File: src/rtl/fixed_divider.sv
// fixed_divider: sequential unsigned fixed-point divider (INT_BITS.FRAC_BITS).
// Restoring shift/subtract that retires one quotient bit per clock, behind a
// start/busy/done handshake. Dividend is num1 scaled up by FRAC_BITS so the
// quotient comes back in the same fixed-point format as the operands.
// Optional feature macro: FIXED_DIV_ROUND_EN. When it is defined, one extra
// guard iteration is run and the quotient is rounded half up. Otherwise the
// quotient is truncated toward zero.
module fixed_divider #(
  parameter int INT_BITS  = 8,
  parameter int FRAC_BITS = 8,
  localparam int W = INT_BITS + FRAC_BITS
) (
  input  logic         clk,
  input  logic         rst_n,
  input  logic         start,
  input  logic [W-1:0] num1,
  input  logic [W-1:0] num2,
  output logic         busy,
  output logic         done,
  output logic [W-1:0] result,
  output logic         overflow,
  output logic         precision_lost,
  output logic         div_zero
);

  // Full quotient width: the dividend is {num1, FRAC_BITS zeros}.
  localparam int N = W + FRAC_BITS;
`ifdef FIXED_DIV_ROUND_EN
  // One extra iteration produces the guard bit just below the result LSB.
  localparam int ITERS = N + 1;
`else
  localparam int ITERS = N;
`endif
  localparam logic [4:0] LAST_ITER = 5'(ITERS - 1);

  typedef enum logic [1:0] {
    S_IDLE,
    S_CALC,
    S_DONE
  } state_t;

  state_t             r_state;
  state_t             w_state_next;

  logic [ITERS-1:0]   r_dvd;      // dividend bits still to be shifted in, MSB first
  logic [W-1:0]       r_div;      // latched divisor
  logic [W:0]         r_rem;      // partial remainder, one spare bit for the borrow
  logic [ITERS-2:0]   r_quo;      // quotient bits retired so far
  logic [4:0]         r_cnt;      // iteration counter

  logic [W-1:0]       r_result;
  logic               r_overflow;
  logic               r_precision_lost;
  logic               r_div_zero;

  logic               w_divisor_zero;
  logic               w_last;
  logic [W:0]         w_trial;
  logic               w_qbit;
  logic [W:0]         w_rem_next;
  logic [ITERS-1:0]   w_quo_next;
  logic [W-1:0]       w_result;
  logic               w_overflow;
  logic               w_precision_lost;
`ifdef FIXED_DIV_ROUND_EN
  logic [N:0]         w_q_round;
`endif

  assign w_divisor_zero = (num2 == '0);
  assign w_last         = (r_cnt == LAST_ITER);

  assign result         = r_result;
  assign overflow       = r_overflow;
  assign precision_lost = r_precision_lost;
  assign div_zero       = r_div_zero;

  // State register; reset drops any division in flight.
  always_ff @(posedge clk) begin
    if (!rst_n) begin
      r_state <= S_IDLE;
    end else begin
      r_state <= w_state_next;
    end
  end

  // Next-state decode and handshake outputs.
  always_comb begin
    w_state_next = r_state;
    busy         = 1'b0;
    done         = 1'b0;
    unique case (r_state)
      S_IDLE: begin
        if (start) begin
          w_state_next = w_divisor_zero ? S_DONE : S_CALC;
        end
      end
      S_CALC: begin
        busy = 1'b1;
        if (w_last) begin
          w_state_next = S_DONE;
        end
      end
      S_DONE: begin
        done = 1'b1;
        // A start in the done cycle is taken immediately (back-to-back).
        if (start) begin
          w_state_next = w_divisor_zero ? S_DONE : S_CALC;
        end else begin
          w_state_next = S_IDLE;
        end
      end
      default: begin
        w_state_next = S_IDLE;
      end
    endcase
  end

  // One restoring step: shift in the next dividend bit, subtract if it fits.
  always_comb begin
    w_trial    = (r_rem << 1) | {{W{1'b0}}, r_dvd[ITERS-1]};
    w_qbit     = (w_trial >= {1'b0, r_div});
    w_rem_next = w_qbit ? (w_trial - {1'b0, r_div}) : w_trial;
    w_quo_next = {r_quo, w_qbit};
  end

  // Final result and flags, formed from the last iteration's quotient.
  always_comb begin
`ifdef FIXED_DIV_ROUND_EN
    // Drop the guard bit and add it back in: round half up. The remainder
    // after N bits is nonzero exactly when the guard bit or the final
    // remainder is nonzero.
    w_q_round        = {1'b0, w_quo_next[ITERS-1:1]} + {{N{1'b0}}, w_quo_next[0]};
    w_result         = w_q_round[W-1:0];
    w_overflow       = |w_q_round[N:W];
    w_precision_lost = w_quo_next[0] | (|w_rem_next);
`else
    w_result         = w_quo_next[W-1:0];
    w_overflow       = |w_quo_next[N-1:W];
    w_precision_lost = |w_rem_next;
`endif
  end

  // Datapath: operand capture, iteration, and result registers.
  always_ff @(posedge clk) begin
    if (!rst_n) begin
      r_dvd            <= '0;
      r_div            <= '0;
      r_rem            <= '0;
      r_quo            <= '0;
      r_cnt            <= '0;
      r_result         <= '0;
      r_overflow       <= 1'b0;
      r_precision_lost <= 1'b0;
      r_div_zero       <= 1'b0;
    end else if (r_state == S_CALC) begin
      r_rem <= w_rem_next;
      r_quo <= w_quo_next[ITERS-2:0];
      r_dvd <= {r_dvd[ITERS-2:0], 1'b0};
      r_cnt <= r_cnt + 5'd1;
      if (w_last) begin
        r_result         <= w_result;
        r_overflow       <= w_overflow;
        r_precision_lost <= w_precision_lost;
      end
    end else if (start) begin
      // Accepted start (IDLE or DONE): flags clear, result holds until DONE.
      r_overflow       <= 1'b0;
      r_precision_lost <= 1'b0;
      if (w_divisor_zero) begin
        r_result   <= '1;
        r_div_zero <= 1'b1;
      end else begin
        r_div_zero <= 1'b0;
        r_dvd      <= {num1, {(ITERS-W){1'b0}}};
        r_div      <= num2;
        r_rem      <= '0;
        r_quo      <= '0;
        r_cnt      <= '0;
      end
    end
  end

endmodule
File: config.mk
export PLATFORM = sky130hd
export DESIGN_NAME = fixed_divider
export DESIGN_NICKNAME = d
export VERILOG_FILES = /design/src/rtl/fixed_divider.sv
export SDC_FILE = /design/constraint.sdc
export NUM_CORES = 1
export LEC_CHECK = 0
export CORE_UTILIZATION = 58
export CTS_BUF_LIST = sky130_fd_sc_hd__clkbuf_4 sky130_fd_sc_hd__clkbuf_8
export DETAILED_ROUTE_END_ITERATION = 8
export PLACE_DENSITY = 0.82
export SLEW_MARGIN = 10
export SYNTH_ARGS = -nofsm -noshare
export SYNTH_HDL_FRONTEND = slang
export SYNTH_SLANG_ARGS = --single-unit
File: constraint.sdc
create_clock -name clk -period 3.7 [get_ports clk]
set_input_delay 0.37 -clock clk [delete_from_list [all_inputs] [get_ports clk]]
set_output_delay 0.37 -clock clk [all_outputs]
set_load 0.01 [all_outputs]
# == Yosys cells after proc, flatten, opt, wreduce, memory -nomap -nowiden ==
# Cells that the tools add are included.
# totals
ff_bits,104
output_inout_bits,21
elab_cells,64
# op_classes
addsub,2
n_lt_le_gt_ge,1
eq_ne,6
muxes,30
bitwise_logic,3
n_reduce_logical,12
# op_table
operator,n
16-bit two-way mux,7
24-bit two-way mux,3
23-bit two-way mux,3
17-bit by 16-bit >= comparator with 1-bit output,1
17-bit two-way mux,1
17-bit by 1-bit bitwise OR with 17-bit output,1
17-bit OR reduction,1
17-bit by 16-bit subtractor with 17-bit output,1
16-bit logical NOT,1
5-bit two-way mux,3
1-bit two-way mux,8
2-bit two-way mux,4
2-bit AND reduction,4
8-bit OR reduction,1
2-bit case mux with 3 select lines,1
3-bit AND reduction,2
"5-bit by 1-bit adder with 5-bit output, second input constant",1
"5-bit equality test, second input constant",1
"2-bit != test, second input constant",2
2-bit nonzero test,2
"2-bit by 1-bit equality test with 1-bit output, second input constant",1
"2-bit equality test, second input constant",1
2-bit logical NOT,1
"2-bit by 1-bit != test with 1-bit output, second input constant",1
1-bit inverter,2

# == Logic depth before layout (Yosys ltp) ==
# logic_depth
word_depth,6
ltp_mapped,12

# == Least setup slack after synthesis ==
# No wires, ideal clock.
# synth_timing
path_kind,register to register
from,reg r_dvd[23]
to,reg r_precision_lost (netlist: precision_lost)
t_arrival_ns,2.685
t_required_ns,3.569
path_slack_ns,0.883
stages_incl_launch_ff,13
cell_sequence,dfxtp_1 -> inv_1 -> ha_1 -> inv_1 -> fa_1 -> a211oi_2 -> o211ai_1 -> nand2_1 -> xnor2_1 -> or4_1 -> or4_1 -> o41ai_2 -> a31oi_1
# synth_via
elab_chain_len,6
# synth_rtl
element,line_no,text
from (decl),45,logic [ITERS-1:0] r_dvd;
from (signal assigned),158,"r_dvd <= {r_dvd[ITERS-2:0], 1'b0};"
from (signal assigned),174,"r_dvd <= {num1, {(ITERS-W){1'b0}}};"
17-bit by 1-bit bitwise OR with 17-bit output (*),120,"w_trial = (r_rem << 1) | {{W{1'b0}}, r_dvd[ITERS-1]};"
17-bit by 16-bit subtractor with 17-bit output or 17-bit by 16-bit >= comparator with 1-bit output (tied branches),"122, 121",
17-bit two-way mux (*),122,"w_rem_next = w_qbit ? (w_trial - {1'b0, r_div}) : w_trial;"
17-bit OR reduction (*),139,w_precision_lost = |w_rem_next;
1-bit two-way mux (*),160,if (w_last) begin
1-bit two-way mux (*),155,end else if (r_state == S_CALC) begin
to (signal assigned),163,r_precision_lost <= w_precision_lost;
to (decl),53,logic r_precision_lost;
# Mark *: on every way between the ends. The rest lies on a longest branch, timed or not. The select of a mux whose other input is x is not followed.
# A chain may end at the register's enable or synchronous reset.

# == Final worst setup path ==
# Same ends and word-level chain as after synthesis.

==> results.sh <==
export IMPL_outcome="finished clean"
export IMPL_die_x_um=93.18
export IMPL_wl_mm=11.11
export IMPL_synth_area_leaders="dfxtp_1, nand2_1, nor2b_1"
export IMPL_crit_type="reg2reg"
export IMPL_pwr_share_comb=0.581
export IMPL_final_nets=671
export IMPL_synth_avg_cell_area_um2=8.372
export IMPL_synth_top_area_cell="dfxtp_1"
export IMPL_post_cts_buffers=0
export IMPL_crit_path_end_kind="register"
export IMPL_synth_xor_area_frac=0.01635
export IMPL_ir_drop_v=0.0005339
export IMPL_syn_to_final_growth_pct=17.44
export IMPL_cts_buffer_depth=2
export IMPL_regToRegSetupSlack_ns=0.53
export IMPL_synth_top_family_by_area="simple AND/OR/NAND/NOR gates"
export IMPL_postPlaceCellArea_um2=5444
export IMPL_diodes=0
export IMPL_synth_compound_area_frac=0.2099
export IMPL_numCtsBuffers=9
export IMPL_grt_remaining_overflow=0
export IMPL_maxCapViolCount=0
export IMPL_p_leak_uw=0.002034
export IMPL_synth_warnings=0
export IMPL_cp_max_fo=4
export IMPL_worst_path_stages=12
export IMPL_crit_path_start_kind="register"
export IMPL_clk_latency_ns=0.38
export IMPL_reg2reg_from="r_dvd[23]"
export IMPL_synth_flop_cell="dfxtp_1"
export IMPL_synth_simple_area_share=0.2535
export IMPL_seqPwrFrac=0.263
export IMPL_syn_num_nets=629
export IMPL_cp_cell_sequence="inv_1, ha_1, inv_1, fa_1, a211oi_2, o211ai_1, nand2_1, xnor2_1, or4_1, or4_1, o41ai_2, a31oi_1"
export IMPL_post_synth_top_area_fraction=0.4027
export IMPL_clock_fmax_mhz=315.1
export IMPL_maxSlewHeadroom=0.4946
export IMPL_period_share=0.8577
export IMPL_route_detailed_drc=0
export IMPL_critPathArrivalTime_ns=3.42
export IMPL_clk_pin_slew_ns=0.11
export IMPL_antenna_found_initial=0
export IMPL_core_rowCount=32
export IMPL_place_congestion=0.9926
export IMPL_place_hpwl_mm=7.624
export IMPL_min_path_type="reg2reg"
export IMPL_ant_nets=0
export IMPL_start_util=0.6114
export IMPL_die_area_um2=8683
export IMPL_synth_most_common_cell="dfxtp_1"
export IMPL_tightest_slew_ns=0.7581
export IMPL_ys_seq_elements=97
export IMPL_synth_edf_count=0
export IMPL_setup_worst_path_end="precision_lost"
export IMPL_yosys_mux_area_fraction=0.02543
export IMPL_setup_viol=0
export IMPL_grt_pass1_vias=4099
export IMPL_worstPathBufferInverterCount=2
export IMPL_clock_root_buffer="clkbuf_8"
export IMPL_nFillCells=605
export IMPL_grt_use_total=0.2709
export IMPL_clock_skew_ns=0.02036
export IMPL_period_needed_ns=3.173
export IMPL_io_buffer_count=55
export IMPL_num_vias=4355
export IMPL_cts_sinks=97
export IMPL_cpMaxStageDelayCell="or4_1"
export IMPL_critPathRequiredTime_ns=3.94
export IMPL_grt_pass1_wl_mm=18.87
export IMPL_finish_instance_area_um2=5663
export IMPL_grt_max_degree=83
export IMPL_crit_family="simple AND/OR/NAND/NOR gates"
export IMPL_setup_tns_final_ns=0
export IMPL_hold_buffers=0
export IMPL_switching_share=0.4414
export IMPL_dr_first_iter_drc_count=365
export IMPL_synth_common_cells="dfxtp_1, nand2_1, nor2b_1"
export IMPL_crit_start="r_dvd[23]"
export IMPL_wl_per_cell_um=15.33
export IMPL_routed_via_density=6.007
export IMPL_drive_gt1_frac=0.06742
export IMPL_htreeDepth=3
export IMPL_timing_rr_end="precision_lost"
export IMPL_ys_async_sr_fraction=0
export IMPL_die_h_um=93.18
export IMPL_dr_pass1_iters=6
export IMPL_seq_area_frac_synth=0.4027
export IMPL_core_area_um2=7888
export IMPL_p_per_area_nw_per_um2=845.1
export IMPL_switching_power_uw=2112
export IMPL_rsz0062_at_grt="false"
export IMPL_maxSlewViolCount=0
export IMPL_slowest_delay_ns=0.52
export IMPL_r2r_cells=12
export IMPL_cts_tree="yes"
export IMPL_syn_area_um2=4822
export IMPL_synth_cell_type_count=59
export IMPL_ctsResizeCount=0
export IMPL_p_int_uw=2674
export IMPL_pwr_share_clk=0.156
export IMPL_synth_adder_area_share=0.04826
export IMPL_syn_inst=576
export IMPL_ios=56
export IMPL_finalHoldViolCount=0
==> sequential cells by signal (all words and copies together), names as in the netlist, 2 cells and up <==
signal   count
r_div       16
r_dvd       16
r_rem       16
r_cnt        5
result      16
r_quo       23
r_state      2
==> cell type report <==
class | instances | area [um^2] | share of cell area
multi-input cells | 424 | 2675 | 0.4724
flip-flops and latches | 97 | 1942 | 0.3429
repair buffers | 65 | 620.6 | 0.1096
well taps | 102 | 127.6 | 0.02254
clock buffers | 9 | 123.9 | 0.02187
clock inverters | 7 | 95.09 | 0.01679
inverters | 21 | 78.83 | 0.01392
==> worst min-delay path by stage <==
stage          cells past startpoint  startpoint        end
3_3_place_gp                       2    r_div[9]   r_div[9]
4_1_cts                            2    r_quo[1]   r_quo[2]
5_1_grt                            2    r_quo[3]   r_quo[4]
2_1_floorplan                      2   r_div[10]  r_div[10]
6_report                           2    r_quo[1]   r_quo[2]
3_5_place_dp                       2    div_zero   div_zero
==> tightest hold or removal path, cell delays in order, from the launching register on <==
cell     delay [ns]
dfxtp_1        0.34
nand2_1        0.06
a21oi_1        0.05
==> placed cells by master (no fill, tap or decap), drive strengths merged, types with 2 or more instances in the layout <==
master | Yosys | routed
dfxtp | 97 | 97
nand2 | 91 | 91
clkdlybuf4s50 | 0 | 54
nor2b | 36 | 36
a21oi | 30 | 30
nor2 | 29 | 29
o21ai | 26 | 26
inv | 20 | 24
a21boi | 20 | 20
nor3 | 18 | 18
ha | 17 | 17
and2 | 15 | 15
a22oi | 15 | 15
a222oi | 15 | 15
nand3 | 12 | 12
nor3b | 12 | 12
nor4 | 12 | 12
buf | 3 | 11
mux2i | 10 | 10
clkbuf | 31 | 9
nand4 | 6 | 6
xnor2 | 6 | 6
o211ai | 6 | 6
o221a | 4 | 4
o21a | 4 | 4
and3 | 3 | 3
a21o | 3 | 3
xor2 | 3 | 3
a2111oi | 3 | 3
clkinv | 1 | 3
nand2b | 2 | 2
or2 | 2 | 2
o41ai | 2 | 2
nand3b | 2 | 2
a31oi | 2 | 2
or4 | 2 | 2
a211oi | 2 | 2
mux2 | 2 | 2
==> metal layers <==
layer / wire length [um] / share of wire / global-route usage
met1: 5176 / 0.47 / 0.3602
met2: 5144 / 0.46 / 0.4461
met3: 575 / 0.052 / 0.04146
met4: 218 / 0.020 / 0.09615
met5: 0 / 0 / 0
==> per-stage QoR <==
stage	hold slack, ns	worst slack [ns]	power (uW)	instances	utilization
final	0.4711	0.5266	4786	725	0.7180
after CTS	0.4742	0.5776	4720	725	0.7180
after detailed placement	0.4552	0.6252	3957	709	0.6902
after floorplan	0.4435	0.8831	3391	576	-
after global routing	0.4920	0.4228	5090	725	0.7180
after global placement	0.4543	0.7439	3919	709	0.6902
==> power groups by stage <==
stage | clock (uW) | combinational, uW | sequential, uW
4_1_cts | 759 | 2710 | 1260
2_1_floorplan | 0 | 2150 | 1240
5_1_grt | 797 | 3020 | 1270
6_report | 749 | 2780 | 1260
3_5_place_dp | 0 | 2680 | 1280
3_3_place_gp | 0 | 2640 | 1280
==> cell families (layout without fill, tap and decap cells) <==
logic type / count (synthesis) / in the layout
AO/OA/AOI/OAI: 141 / 141
adder cells (fa/ha/maj): 18 / 18
buffers and inverters: 55 / 102
flip-flops: 97 / 97
multiplexers: 12 / 12
XOR/XNOR: 9 / 9
AND/OR/NAND/NOR: 244 / 244
Note: power is estimated with default switching activity, not from simulation.
